<file path="src/rtl/sync_fifo_param.sv">
// Parametrised synchronous FIFO with occupancy count, almost flags and error pulses.
// Define FIFO_FWFT_EN for first-word-fall-through output; default is a registered output.
module sync_fifo_param #(
   parameter int WIDTH    = 4,
   parameter int DEPTH    = 16,
   parameter int AF_LEVEL = DEPTH - 2,
   parameter int AE_LEVEL = 2
) (
   input  logic                   clk,
   input  logic                   reset,
   input  logic [WIDTH-1:0]       data_in,
   input  logic                   push,
   input  logic                   pop,
   output logic [WIDTH-1:0]       data_out,
   output logic                   fifo_empty,
   output logic                   fifo_full,
   output logic                   almost_empty,
   output logic                   almost_full,
   output logic [$clog2(DEPTH):0] count,
   output logic                   overflow,
   output logic                   underflow
);

   localparam int AW = $clog2(DEPTH);
   localparam int CW = AW + 1;

   logic [WIDTH-1:0] mem_q [DEPTH];
   logic [AW-1:0]    wr_ptr_q, wr_ptr_d;
   logic [AW-1:0]    rd_ptr_q, rd_ptr_d;
   logic [CW-1:0]    count_q, count_d;
   logic [31:0]      count_ext;
   logic             empty_q, empty_d;
   logic             full_q, full_d;
   logic             aempty_q, aempty_d;
   logic             afull_q, afull_d;
   logic             ovf_q, ovf_d;
   logic             udf_q, udf_d;
   logic             push_ok, pop_ok;

   // A full FIFO still takes a push when a pop frees the head slot in the same cycle.
   always_comb begin
      push_ok   = push & (~full_q | pop);
      pop_ok    = pop & ~empty_q;
      wr_ptr_d  = push_ok ? wr_ptr_q + AW'(1) : wr_ptr_q;
      rd_ptr_d  = pop_ok  ? rd_ptr_q + AW'(1) : rd_ptr_q;
      count_d   = count_q + CW'(push_ok) - CW'(pop_ok);
      count_ext = 32'(count_d);
      empty_d   = (count_d == '0);
      full_d    = (count_d == CW'(DEPTH));
      aempty_d  = (count_ext <= 32'(AE_LEVEL));
      afull_d   = (count_ext >= 32'(AF_LEVEL));
      ovf_d     = push & full_q & ~pop;
      udf_d     = pop & empty_q;
   end

   always_ff @(posedge clk) begin
      if (reset) begin
         wr_ptr_q <= '0;
         rd_ptr_q <= '0;
         count_q  <= '0;
         empty_q  <= 1'b1;
         full_q   <= 1'b0;
         aempty_q <= 1'b1;
         afull_q  <= 1'b0;
         ovf_q    <= 1'b0;
         udf_q    <= 1'b0;
      end else begin
         wr_ptr_q <= wr_ptr_d;
         rd_ptr_q <= rd_ptr_d;
         count_q  <= count_d;
         empty_q  <= empty_d;
         full_q   <= full_d;
         aempty_q <= aempty_d;
         afull_q  <= afull_d;
         ovf_q    <= ovf_d;
         udf_q    <= udf_d;
      end
   end

   // Storage is deliberately not cleared by reset.
   always_ff @(posedge clk) begin
      if (!reset && push_ok) begin
         mem_q[wr_ptr_q] <= data_in;
      end
   end

`ifdef FIFO_FWFT_EN
   assign data_out = mem_q[rd_ptr_q];
`else
   logic [WIDTH-1:0] dout_q;

   // Non-blocking read of the head gives read-before-write when full with push and pop.
   always_ff @(posedge clk) begin
      if (reset) begin
         dout_q <= '0;
      end else if (pop_ok) begin
         dout_q <= mem_q[rd_ptr_q];
      end
   end

   assign data_out = dout_q;
`endif

   assign fifo_empty   = empty_q;
   assign fifo_full    = full_q;
   assign almost_empty = aempty_q;
   assign almost_full  = afull_q;
   assign count        = count_q;
   assign overflow     = ovf_q;
   assign underflow    = udf_q;

endmodule

</file>
<file path="config.mk">
export PLATFORM = sky130hd
export DESIGN_NAME = sync_fifo_param
export DESIGN_NICKNAME = d
export VERILOG_FILES = /design/src/rtl/sync_fifo_param.sv
export SDC_FILE = /design/constraint.sdc
export NUM_CORES = 1
export LEC_CHECK = 0
export ABC_CLOCK_PERIOD_IN_PS = 3600
export CAP_MARGIN = 0
export CORE_MARGIN = 2
export CORE_UTILIZATION = 25
export CTS_CLUSTER_SIZE = 24
export DETAILED_ROUTE_END_ITERATION = 8
export PLACE_DENSITY = 0.46
export RECOVER_POWER = 100
export SYNTH_ARGS = -nofsm -noshare
export SYNTH_HDL_FRONTEND = slang
export SYNTH_SLANG_ARGS = --single-unit
</file>
<file path="constraint.sdc">
create_clock -name clk -period 3.6 [get_ports clk]
set_input_delay 0.36 -clock clk [delete_from_list [all_inputs] [get_ports clk]]
set_output_delay 0.36 -clock clk [all_outputs]
set_load 0.01 [all_outputs]
</file>
==> impl_metrics.csv <==
group,metric,value,unit
cts,root_buffer,"clkbuf_16",
setup_path,crit-reg2reg-launch,"fifo_full$_SDFF_PP0_",
place,finalWeightedCongestion,0.770,
floorplan,die_h,124,µm
cts,clk_pin_slew,0.07,ns
timing,tightest_slew,0.969,ns
finish,fin_area,4330,µm²
setup_path,cp-start-kind,"input port",
worst_hold_path,hp-start,"data_out[3]$_SDFFE_PP0P_",
detailed_routing,post_drt_via_cell_ratio,4.28,
finish,drive_gt1_frac,0.0896,
status,status,"complete, no violations",
logic_synthesis,yosysTopAreaCellShare,0.532,
floorplan,io_pins,23,
setup_path,crit_type,"in2reg",
detailed_routing,antenna_left,0,
logic_synthesis,synth_fp_nets,266,
timing,setup_viol,0,
worst_hold_path,min_path_type,"reg2reg",
floorplan,start_util,0.258,
setup_path,arrival,3.34,ns
detailed_routing,first_iter_violations,110,
grt,grt_pass1_wl,11300,µm
logic_synthesis,synth_seq_cells,87,
floorplan,die-width,124,µm
floorplan,rows,43,
place,place_ws,0.404,ns
place,port_buffers,22,
power,p_leak,1.43,nW
timing,finalMaxSlewViolations,0,
finish,syn_to_final_growth,19.7,%
finish,final_common_cell,"edfxtp_1",
place,dpl_cell_area,4030,µm²
finish,mostFrequentLayoutCells,"edfxtp_1 (64), dfxtp_1 (23), nand2_1 (22), nor2_1 (22), mux2i_1 (22)",
cts,ctsHoldBuffers,0,
detailed_routing,postRouteWirelength,7310,µm
cts,cts_tree,"built",
setup_path,critPathCaptureType,"flop",
power,total_power,2.80,mW
timing,timing.fmax,325,MHz
grt,first_global_vias,1968,
floorplan,core,14000,µm²
cts,cts.path.max_buffers,2,
timing,fin_crit_sh,0.856,
power,powerDensity,647,nW/µm²
timing,grt_setup_unrepaired,"no",
logic_synthesis,ys_warn_count,0,
place,hpwl,5160,µm
timing,setup_tns,0,ns
finish,nets,293,
detailed_routing,drc_errors,0,
detailed_routing,dr.pass1.iters,4,
timing,fin_skew,0.0122,ns
grt,grt_overflow,0,
logic_synthesis,yosysSeqAreaShare,0.659,
cts,clock_latency,0.34,ns
finish,diodes,0,
flow_run,maxCapViolCount,0,
cts,cts_buffers,9,
detailed_routing,vias,1966,
setup_path,critPathLaunch,"pop",
cts,cts.sinks,87,
logic_synthesis,synth_cell_types,39,
setup_path,cp_data_required_time,3.86,ns
setup_path,critPathMaxFanout,6,
floorplan,die-area,15400,µm²
grt,grt_usage,0.0969,
detailed_routing,wl_per_cell,15.9,µm
cts,cts-resized-gates,0,
cts,cts_setup_buffers,0,
logic_synthesis,synth_area_leaders,"edfxtp_1 (53%), dfxtp_1 (13%), mux2i_1 (5.8%)",
timing,period_needed,3.08,ns
timing,hold_viol_final,0,
logic_synthesis,syn_area_per_cell,14.6,µm²
grt,grt_max_degree,19,
timing,slew_headroom,0.353,
grt,antenna_found_initial,0,
timing,finalWorstSetupSlack,0.519,ns
logic_synthesis,syn_area,3610,µm²
power,ir_worst_vdd,224,µV
logic_synthesis,yosysTopAreaCell,"edfxtp_1",
cts,htree_levels,3,
logic_synthesis,syn_inst,247,
[state kept, by name, summed over array words and instances (netlist names)]
| name | flops |
|---|---|
| data_out | 4 |
| almost_full | 1 |
| almost_empty | 1 |
| fifo_full | 1 |
| underflow | 1 |
| overflow | 1 |
| count | 5 |
| wr_ptr_q | 4 |
| mem_q | 64 |
| fifo_empty | 1 |
| rd_ptr_q | 4 |
[power breakdown]
group          switching [mW]  internal, mW
clock                   0.399         0.617
combinational           0.289         0.281
sequential             0.0679          1.15
[metrics by stage]
step,hold slack [ns],std cells,util
after floorplan,0.439,247,-
after global routing,0.541,459,0.309
after CTS,0.531,459,0.312
final,0.538,459,0.309
after detailed placement,0.518,443,0.288
after global placement,0.518,443,0.288
[kinds of logic (layout without fill, tap and decap cells)]
kind of cell,after synthesis,after routing,share of synthesized area
AOI/OAI and AO/OA,16,16,0.0391
muxes,30,30,0.114
adders and majority gates,11,11,0.0402
DFF,87,87,0.659
buffers and inverters,18,50,0.0242
xor gates and xnor gates,10,10,0.0242
and+or+nand+nor,75,75,0.0993
[critical path, stage by stage]
cell and delay (ns):
dlygate4sd3_1 0.57, nand2b_1 0.24, nand2_1 0.16, ha_1 0.31, inv_1 0.04, ha_1 0.20, fa_1 0.41, a21o_1 0.19
a21oi_1 0.26, mux2i_1 0.37, nor3b_1 0.22
[area by class of cell]
class | instances | area, µm²
Inverter | 8 | 30.0
Multi-Input combinational cell | 142 | 1120
Sequential cell | 87 | 2380
Clock inverter | 7 | 105
Tap cell | 180 | 225
Clock buffer | 9 | 225
Timing Repair Buffer | 26 | 239
Fill cell | 1396 | 9660
[per-layer routing]
layer,routed length [µm],global-route usage,vias up
li1,-,-,972
met1,3650,0.133,960
met2,3320,0.148,26
met3,212,0.0224,8
met4,118,0.0397,0
met5,0,0,-
[Yosys cell counts]
| master | count |
|---|---|
| clkbuf_1 | 2 |
| or2_0 | 1 |
| o221ai_1 | 4 |
| fa_1 | 1 |
| nor2b_1 | 4 |
| a22oi_1 | 4 |
| a2111oi_2 | 1 |
| nor3_1 | 4 |
| nand4_1 | 4 |
| nand2b_1 | 3 |
| buf_6 | 1 |
| a31o_2 | 1 |
| and2b_1 | 1 |
| edfxtp_1 | 64 |
| a21oi_1 | 1 |
| and3_1 | 3 |
| nor2_1 | 22 |
| buf_1 | 1 |
| a21oi_4 | 1 |
| o31ai_1 | 1 |
| a21o_1 | 2 |
| mux4_1 | 2 |
| inv_1 | 8 |
| a21oi_2 | 1 |
| dfxtp_1 | 23 |
| mux4_2 | 6 |
| buf_2 | 4 |
| nand2_1 | 22 |
| xnor2_1 | 6 |
| ha_1 | 10 |
| nor3b_2 | 1 |
| and2_1 | 3 |
| buf_4 | 2 |
| xor2_1 | 4 |
| nand3_1 | 5 |
| mux2i_1 | 21 |
| mux2i_2 | 1 |
| nor4b_1 | 1 |
| nor3b_1 | 1 |
[path summary, 6_finish.rpt]
path,to,slack [ns],cells past startpoint
min,data_out[3]$_SDFFE_PP0P_,0.54,2
max,fifo_full$_SDFF_PP0_,0.52,11
min reg2reg,data_out[3]$_SDFFE_PP0P_,0.54,2
max reg2reg,fifo_full$_SDFF_PP0_,0.84,10
Power figures use the tool's default switching activity.
